## config.mk

```make
export PLATFORM = sky130hd
export DESIGN_NAME = fc_operand_feeder_flat
export DESIGN_NICKNAME = d
export VERILOG_FILES = /design/src/rtl/fc_operand_feeder_if.sv /design/src/rtl/fc_operand_feeder.sv /design/src/flat_wrapper.sv
export SDC_FILE = /design/constraint.sdc
export NUM_CORES = 1
export LEC_CHECK = 0
export ABC_AREA = 1
export CORE_MARGIN = 2
export CORE_UTILIZATION = 35
export CTS_BUF_LIST = sky130_fd_sc_hd__clkbuf_8
export DETAILED_ROUTE_END_ITERATION = 6
export SLEW_MARGIN = 20
export SYNTH_ARGS = -nofsm -noshare
export SYNTH_HDL_FRONTEND = slang
export SYNTH_SLANG_ARGS = --single-unit
```

## constraint.sdc

```tcl
create_clock -name clk -period 3.4 [get_ports clk]
set_clock_uncertainty 0.15 [all_clocks]
set_input_delay 0.68 -clock clk [delete_from_list [all_inputs] [get_ports clk]]
set_output_delay 0.68 -clock clk [all_outputs]
set_load 0.02 [all_outputs]
```

## src/rtl/fc_operand_feeder_if.sv

```systemverilog
// Operand-feeder bus: job control, node/weight memory read ports, MAC core handshake.
// master = the feeder, slave = the surrounding job controller, memories and MAC core.
interface fc_operand_feeder_if #(
  parameter int IN_DATA_WIDTH = 8,
  parameter int ADDR_WIDTH    = 10
);
  // job control
  logic                            i_start;
  logic [ADDR_WIDTH-1:0]           i_num_node;
  logic [ADDR_WIDTH-1:0]           i_node_base;
  logic [ADDR_WIDTH-1:0]           i_wegt_base;
  logic                            i_hold;
  logic                            o_busy;
  logic                            o_done;
  // node memory read port
  logic                            o_node_ce;
  logic [ADDR_WIDTH-1:0]           o_node_addr;
  logic signed [IN_DATA_WIDTH-1:0] i_node_rdata;
  // weight memory read port
  logic                            o_wegt_ce;
  logic [ADDR_WIDTH-1:0]           o_wegt_addr;
  logic signed [IN_DATA_WIDTH-1:0] i_wegt_rdata;
  // MAC core side
  logic                            o_run;
  logic                            o_valid;
  logic signed [IN_DATA_WIDTH-1:0] o_node;
  logic signed [IN_DATA_WIDTH-1:0] o_wegt;
  logic                            i_core_valid;

  modport master (
    input  i_start, i_num_node, i_node_base, i_wegt_base, i_hold,
    input  i_node_rdata, i_wegt_rdata, i_core_valid,
    output o_busy, o_done, o_node_ce, o_node_addr, o_wegt_ce, o_wegt_addr,
    output o_run, o_valid, o_node, o_wegt
  );

  modport slave (
    output i_start, i_num_node, i_node_base, i_wegt_base, i_hold,
    output i_node_rdata, i_wegt_rdata, i_core_valid,
    input  o_busy, o_done, o_node_ce, o_node_addr, o_wegt_ce, o_wegt_addr,
    input  o_run, o_valid, o_node, o_wegt
  );
endinterface

```

## src/rtl/fc_operand_feeder.sv

```systemverilog
// Fully-connected layer operand feeder: streams N node/weight pairs from two
// 1-cycle-latency memories into a MAC core, then waits for the core to drain.
// Optional macro FEEDER_ZERO_SKIP_EN drops pairs with a zero operand.
module fc_operand_feeder #(
  parameter int IN_DATA_WIDTH = 8,
  parameter int ADDR_WIDTH    = 10
) (
  input logic                 clk,
  input logic                 reset,
  fc_operand_feeder_if.master bus
);

  typedef enum logic [2:0] {IDLE, CLEAR, FETCH, DRAIN, DONE} state_t;

  state_t                state;
  logic [ADDR_WIDTH-1:0] num_node;
  logic [ADDR_WIDTH-1:0] node_base;
  logic [ADDR_WIDTH-1:0] wegt_base;
  logic [ADDR_WIDTH-1:0] k;
  logic [ADDR_WIDTH:0]   d_cnt;     // delivered o_valid pulses
  logic [ADDR_WIDTH:0]   c_cnt;     // i_core_valid pulses seen during the job
  logic                  rd_vld;    // a read was issued last cycle, data is on rdata now

  logic                  issue;
  logic                  deliver;
  logic                  core_hit;
  logic [ADDR_WIDTH:0]   c_next;
  logic [ADDR_WIDTH:0]   d_next;
  logic                  last_k;

  // a read goes out every FETCH cycle the consumer is not holding us off
  assign issue  = (state == FETCH) && !bus.i_hold;
  assign last_k = (k == num_node - 1'b1);

`ifdef FEEDER_ZERO_SKIP_EN
  // pairs with a zero operand contribute nothing to the dot product; drop them
  assign deliver = rd_vld && (bus.i_node_rdata != '0) && (bus.i_wegt_rdata != '0);
`else
  assign deliver = rd_vld;
`endif

  // core results only count while a job is actually in flight
  assign core_hit = bus.i_core_valid && ((state == FETCH) || (state == DRAIN));
  assign c_next   = c_cnt + {{ADDR_WIDTH{1'b0}}, core_hit};
  assign d_next   = d_cnt + {{ADDR_WIDTH{1'b0}}, deliver};

  // job FSM, read index, delivery and completion counters
  always_ff @(posedge clk) begin
    if (reset) begin
      state     <= IDLE;
      num_node  <= '0;
      node_base <= '0;
      wegt_base <= '0;
      k         <= '0;
      d_cnt     <= '0;
      c_cnt     <= '0;
      rd_vld    <= 1'b0;
    end else begin
      rd_vld <= issue;
      case (state)
        IDLE: begin
          if (bus.i_start) begin
            num_node  <= bus.i_num_node;
            node_base <= bus.i_node_base;
            wegt_base <= bus.i_wegt_base;
            state     <= CLEAR;
          end
        end
        CLEAR: begin
          k     <= '0;
          d_cnt <= '0;
          c_cnt <= '0;
          state <= (num_node != '0) ? FETCH : DONE;
        end
        FETCH: begin
          d_cnt <= d_next;
          c_cnt <= c_next;
          if (issue) begin
            if (last_k) state <= DRAIN;
            else        k     <= k + 1'b1;
          end
        end
        DRAIN: begin
          d_cnt <= d_next;
          c_cnt <= c_next;
          // once nothing is in flight d_cnt is final; finish when the core has matched it
          if (!rd_vld && (c_next == d_cnt)) state <= DONE;
        end
        DONE: begin
          state <= IDLE;
        end
        default: state <= IDLE;
      endcase
    end
  end

  // status and control outputs decode straight from the state register
  always_comb begin
    bus.o_busy = (state != IDLE);
    bus.o_run  = (state == CLEAR);
    bus.o_done = (state == DONE);
  end

  // read ports: address parked at 0 when no read is issued
  always_comb begin
    bus.o_node_ce   = issue;
    bus.o_wegt_ce   = issue;
    bus.o_node_addr = issue ? (node_base + k) : '0;
    bus.o_wegt_addr = issue ? (wegt_base + k) : '0;
  end

  // operand pair to the MAC core, forced to zero outside valid cycles
  always_comb begin
    bus.o_valid = deliver;
    bus.o_node  = deliver ? bus.i_node_rdata : '0;
    bus.o_wegt  = deliver ? bus.i_wegt_rdata : '0;
  end

endmodule

```

## src/flat_wrapper.sv

```systemverilog
// flat-port wrapper written by rule: the top's interface ports become plain ports
module fc_operand_feeder_flat 
#(
  parameter int IN_DATA_WIDTH = 8,
  parameter int ADDR_WIDTH    = 10
)
  (clk, reset, bus_i_start, bus_i_num_node, bus_i_node_base, bus_i_wegt_base, bus_i_hold, bus_i_node_rdata, bus_i_wegt_rdata, bus_i_core_valid, bus_o_busy, bus_o_done, bus_o_node_ce, bus_o_node_addr, bus_o_wegt_ce, bus_o_wegt_addr, bus_o_run, bus_o_valid, bus_o_node, bus_o_wegt);
  fc_operand_feeder_if #(.IN_DATA_WIDTH(IN_DATA_WIDTH), .ADDR_WIDTH(ADDR_WIDTH)) bus_i ();
  input logic clk;
  input logic reset;
  input wire logic [$bits(bus_i.i_start)-1:0] bus_i_start;
  input wire logic [$bits(bus_i.i_num_node)-1:0] bus_i_num_node;
  input wire logic [$bits(bus_i.i_node_base)-1:0] bus_i_node_base;
  input wire logic [$bits(bus_i.i_wegt_base)-1:0] bus_i_wegt_base;
  input wire logic [$bits(bus_i.i_hold)-1:0] bus_i_hold;
  input wire logic [$bits(bus_i.i_node_rdata)-1:0] bus_i_node_rdata;
  input wire logic [$bits(bus_i.i_wegt_rdata)-1:0] bus_i_wegt_rdata;
  input wire logic [$bits(bus_i.i_core_valid)-1:0] bus_i_core_valid;
  output wire logic [$bits(bus_i.o_busy)-1:0] bus_o_busy;
  output wire logic [$bits(bus_i.o_done)-1:0] bus_o_done;
  output wire logic [$bits(bus_i.o_node_ce)-1:0] bus_o_node_ce;
  output wire logic [$bits(bus_i.o_node_addr)-1:0] bus_o_node_addr;
  output wire logic [$bits(bus_i.o_wegt_ce)-1:0] bus_o_wegt_ce;
  output wire logic [$bits(bus_i.o_wegt_addr)-1:0] bus_o_wegt_addr;
  output wire logic [$bits(bus_i.o_run)-1:0] bus_o_run;
  output wire logic [$bits(bus_i.o_valid)-1:0] bus_o_valid;
  output wire logic [$bits(bus_i.o_node)-1:0] bus_o_node;
  output wire logic [$bits(bus_i.o_wegt)-1:0] bus_o_wegt;
  assign bus_i.i_start = bus_i_start;
  assign bus_i.i_num_node = bus_i_num_node;
  assign bus_i.i_node_base = bus_i_node_base;
  assign bus_i.i_wegt_base = bus_i_wegt_base;
  assign bus_i.i_hold = bus_i_hold;
  assign bus_i.i_node_rdata = bus_i_node_rdata;
  assign bus_i.i_wegt_rdata = bus_i_wegt_rdata;
  assign bus_i.i_core_valid = bus_i_core_valid;
  assign bus_o_busy = bus_i.o_busy;
  assign bus_o_done = bus_i.o_done;
  assign bus_o_node_ce = bus_i.o_node_ce;
  assign bus_o_node_addr = bus_i.o_node_addr;
  assign bus_o_wegt_ce = bus_i.o_wegt_ce;
  assign bus_o_wegt_addr = bus_i.o_wegt_addr;
  assign bus_o_run = bus_i.o_run;
  assign bus_o_valid = bus_i.o_valid;
  assign bus_o_node = bus_i.o_node;
  assign bus_o_wegt = bus_i.o_wegt;
  fc_operand_feeder #(.IN_DATA_WIDTH(IN_DATA_WIDTH), .ADDR_WIDTH(ADDR_WIDTH)) u_core (.clk(clk), .reset(reset), .bus(bus_i));
endmodule
```

Word level (Yosys, flattened, before mapping). Cells that the tools add are included.

Logic and storage cells: 55. Input port bits: 51. Bits in registers: 66. Output and inout bits: 42.

Muxes and demuxes: 15. Equality and inequality tests: 11. Reduce and logical (&&, ||, !) cells: 15. Add/sub/neg operators: 6.

Operators with widths (count): 11-bit one-hot mux with 2 select lines (2); 10-bit 2-to-1 mux (4); 11-bit by 1-bit adder with 11-bit output (2); 10-bit adder (2); 10-bit one-hot mux with 2 select lines (1); 8-bit 2-to-1 mux (2); 3-bit 2-to-1 mux (5); 3-bit one-hot mux with 4 select lines (1); 11-bit == test (1); 10-bit by 1-bit adder with 10-bit output (second input constant) (1); 10-bit == test (1); 10-bit nonzero test (1); 10-bit by 1-bit subtractor with 10-bit output (second input constant) (1); 3-bit by 2-bit == test with 1-bit output (second input constant) (2); 2-bit inequality test (second input constant) (3); 2-bit by 1-bit inequality test with 1-bit output (second input constant) (2); 4-bit AND reduction (1); 2-bit nonzero test (2); 3-bit by 1-bit == test with 1-bit output (second input constant) (1); 3-bit == test (second input constant) (1); 1-bit logical AND (3); 3-bit logical NOT (1); 3-bit AND reduction (1); 3-bit nonzero test (1); other kinds (4) (5).

Depth between registers and ports, before layout.
Depth after elaboration: 8. Depth in mapped cells: 23. Gate-level depth less buffers: 23.

Worst setup path after synthesis. No wires, ideal clock.

Path kind: reg-to-output. Start: register u_core.k[0]. End: output port bus_o_wegt_addr[8]. Cell stages (with the launch flop): 12. Path buffers: 0. Arrival time: 2020 ps. Required time: 2570 ps. Slack: 550 ps. Cells stage by stage: dfxtp_1 > ha_1 > fa_1 > nand3_1 > nand2_1 > nand2_1 > nand2_1 > a21oi_1 > nor2_1 > o21ai_0 > a21oi_1 > nor2_1.

Longest elaborated chain between the ends: 2.

Ends and longest elaborated chain: start, declared (line fc_operand_feeder.sv:19) `logic [ADDR_WIDTH-1:0] k;`; start signal, assigned (line fc_operand_feeder.sv:80) `else k <= k + 1'b1;`; 10-bit adder (line fc_operand_feeder.sv:109) `bus.o_wegt_addr = issue ? (wegt_base + k) : '0;`; 10-bit 2-to-1 mux (line fc_operand_feeder.sv:109); end, declared (line flat_wrapper.sv:24) `output wire logic [$bits(bus_i.o_wegt_addr)-1:0] bus_o_wegt_addr;`.

No other way between the ends.

Final worst setup path.
Start: input port bus_i_hold. End: output port bus_o_wegt_addr[2].

Longest elaborated chain between the ends: 3.

Ends and longest elaborated chain: start, declared (line flat_wrapper.sv:15) `input wire logic [$bits(bus_i.i_hold)-1:0] bus_i_hold;`; 1-bit logical NOT (line fc_operand_feeder.sv:32) `assign issue = (state == FETCH) && !bus.i_hold;`; 1-bit logical AND (line fc_operand_feeder.sv:32); 10-bit 2-to-1 mux (line fc_operand_feeder.sv:109).

No other way between the ends.

==> impl_results.md <==
- Most common cell type on the critical path: clkdlybuf4s50_1
- Clock latency on the worst-skew pair: 0.36 ns
- R2R cell count: 22
- CTS tree: yes
- Drt drc: 0
- Netlist Area Pre-Place: 0.00457 mm2
- Cts hold-fix bufs: 0
- Place WS: 0.0796 ns
- CP max stage delay: 0.65 ns
- Seq/Total Area, Yosys: 28.9%
- Ys async rst share: 0%
- Clock root buffer: clkbuf_8
- Layout area overhead: 29.2%
- Worst-path cell chain: clkdlybuf4s50_1 > nor2_4 > buf_12 > o21ai_0 > a21oi_1 > clkdlybuf4s50_1
- Core Rows: 41
- Die Height: 118 um
- Initial antenna violation count: 0
- WL per Instance: 12.3 um
- Drt total wl: 12300 um
- DR vias: 4772
- H-Tree Depth: 3
- Fin cells: 1000
- Sink Count: 66
- Synth unique cells: 38
- Initial Util: 36.1%
- Worst Setup Start Kind: primary input
- Share of cells above drive strength 1: 7.73%
- Worst setup EP type: output port
- Combinational power share: 49.4%
- Worst-path clk slew: 0.07 ns
- Critical Path AT: 2.43 ns
- Drt via density: 4.77
- Port-buffer cells: 92
- Flop pwr share: 31.4%
- DP HPWL: 9340 um
- Fmax: 307 MHz
- Worst Hold End: u_core.wegt_base[2]
- Post-synth top flop: dfxtp_1
- Maxcap violations: 0
- Net count after synthesis: 807
- Largest net degree at the start of global routing: 61
- Crit-path max FO: 20
- DIE AREA: 0.0140 mm2
- Status: finished clean
- Antenna Nets Post-Route: 0
- Post-synth EDFFs: 0
- Avg Synthesized Cell Area: 6.27 um2
- Worst slew pin tran: 1.01 ns
- Hold Startpoint: u_core.wegt_base[2]
- GRT Residual Overflow: 0
- R2R Setup Slk: 0.34 ns
- Hold Crit Class: flop to flop
- PD cells: 565 mW/mm2
- Cts bufs inserted: 9
- Commonest cells after routing, fill and taps aside: nand2_1 (179), inv_1 (111), a21oi_1 (85)
- I/O pin count: 93
- Vias in the first global route: 4540
- Clock share of power: 19.2%
- Peak VDD IR: 0.000349 V
- Slowest CP cell: clkdlybuf4s50_1
- Setup CP Type: primary input to output port
- Overall Global Routing Usage: 18.1%
- Die width: 118 um
- Cells after Synth: 729
- Data required, critical path: 2.57 ns
- Tcrit/Tclk final: 96.0%
- Final setup fails: 0
- Layout Nets: 902
- Reg2reg start: u_core.state[0]
- Final number of hold-violating endpoints: 0
- Minimum clock period: 3.26 ns
- DRT iter0 DRCs: 247
- P_int: 0.00185 W
- Worst setup margin: 0.138 ns
- Crit path from: bus_i_hold
- Slew Viols, Final: 0
- Pleak: 2.73 nW
- First-pass GRT wire length: 20700 um
- Placed instance count: 985
- Worst reg2reg path endpoint: u_core.state[0]
- Routability Congestion: 0.863
- DRT Pass-1 Iters: 5
- #FFs+latches synth: 66
- Commonest non-fill, non-tap cell in the layout: nand2_1
- Antenna cells: 0
- Sw Ratio: 44.7%
- Worst-case clock buffer depth: 2
- Rel. slew slack: 32.6%
- Sw power: 0.00149 W
- Worst Hold Depth: 2
- Warnings from Yosys: 0
- Core area: 0.0127 mm2
- Fill cell count: 1343
-- flip-flops by register name, summed over array words and instances, names as in the netlist --
register and cells:
u_core.bus.o_valid 1, u_core.c_cnt 11, u_core.d_cnt 11, u_core.k 10
u_core.node_base 10, u_core.num_node 10, u_core.state 3, u_core.wegt_base 10
-- how the worst max path moves through the flow --
stage                          to  cells after the start
2_1_floorplan  bus_o_wegt_addr[8]                     11
3_3_place_gp   bus_o_node_addr[8]                     12
3_5_place_dp   bus_o_wegt_addr[8]                     12
4_1_cts        bus_o_node_addr[8]                     12
5_1_grt        bus_o_node_addr[8]                     13
6_report       bus_o_wegt_addr[2]                      6
-- critical path: cells and delay by family --
family / cells / cell delay (ns)
AOI/OAI and AO/OA: 2 / 0.29
and+or+nand+nor: 1 / 0.16
buffers and inverters: 3 / 1.29
-- power by group through the flow --
stage | combinational [W] | sequential [W] | clock (W)
after floorplan | 0.00117 | 0.00104 | 0
after global placement | 0.00163 | 0.00106 | 0
after detailed placement | 0.00166 | 0.00106 | 0
after CTS | 0.00166 | 0.00105 | 0.000663
after global routing | 0.00186 | 0.00107 | 0.000693
final | 0.00165 | 0.00105 | 0.000642
-- routing by layer --
| metal | GRT usage [%] | wire length (um) |
|---|---|---|
| met1 | 21.5 | 5710 |
| met2 | 31.5 | 5780 |
| met3 | 5.26 | 731 |
| met4 | 5.42 | 128 |
| met5 | 0 | 0 |
-- layout make-up --
| type | instances | area [um2] | area share (%) |
|---|---|---|---|
| Timing Repair Buffer | 108 | 1030 | 17.5 |
| Multi-Input combinational cell | 523 | 2720 | 45.9 |
| Clock inverter | 2 | 11.3 | 0.191 |
| Inverter | 116 | 435 | 7.37 |
| Tap cell | 172 | 215 | 3.64 |
| Sequential cell | 66 | 1320 | 22.4 |
| Clock buffer | 13 | 179 | 3.03 |
-- cell usage after synthesis, types with 5 or more instances --
cell type  instances  share of area (%)
a21oi_1           86                9.4
buf_2              6               0.66
nor2_1            65                5.3
o21ai_0           51                5.6
inv_1            110                9.0
clkbuf_1          15                1.2
nand4_1            8                1.1
nand2_2            5               0.68
dfxtp_1           66                 29
inv_2              5               0.41
nand3_1           50                5.5
nand2_1          179                 15
xor2_1            10                1.9
ha_1              25                6.8
-- metrics by stage --
stage / hold WS [ns] / power [W] / setup TNS (ns) / utilization, % / instance area (um2)
global route: 0.333 / 0.00362 / -0.0130 / 46.6 / 5910
global placement: 0.291 / 0.00269 / 0 / 45.2 / 5730
floorplan: 0.277 / 0.00221 / 0 / - / 4570
detailed placement: 0.294 / 0.00273 / 0 / 45.2 / 5730
CTS: 0.307 / 0.00337 / 0 / 46.7 / 5920
finish: 0.306 / 0.00334 / 0 / 46.6 / 5910
-- cell families (layout without fill, tap and decap cells) --
logic type | Yosys count | count (layout) | synth area share (%)
flip-flops | 66 | 66 | 28.9
XOR/XNOR | 13 | 13 | 2.49
adder cells (fa/ha/maj) | 27 | 27 | 7.71
AND/OR/NAND/NOR | 325 | 325 | 30.3
AO/OA/AOI/OAI | 158 | 158 | 18.5
buffers and inverters | 140 | 239 | 12.1
-- timing repair --
action                                  in CTS  in global routing
endpoints found under the setup margin       8                 15
buffers inserted                             0                  0
cloned                                       0                  0
gates resized for setup                     11                 17
Note: power is estimated with default switching activity, not from simulation.
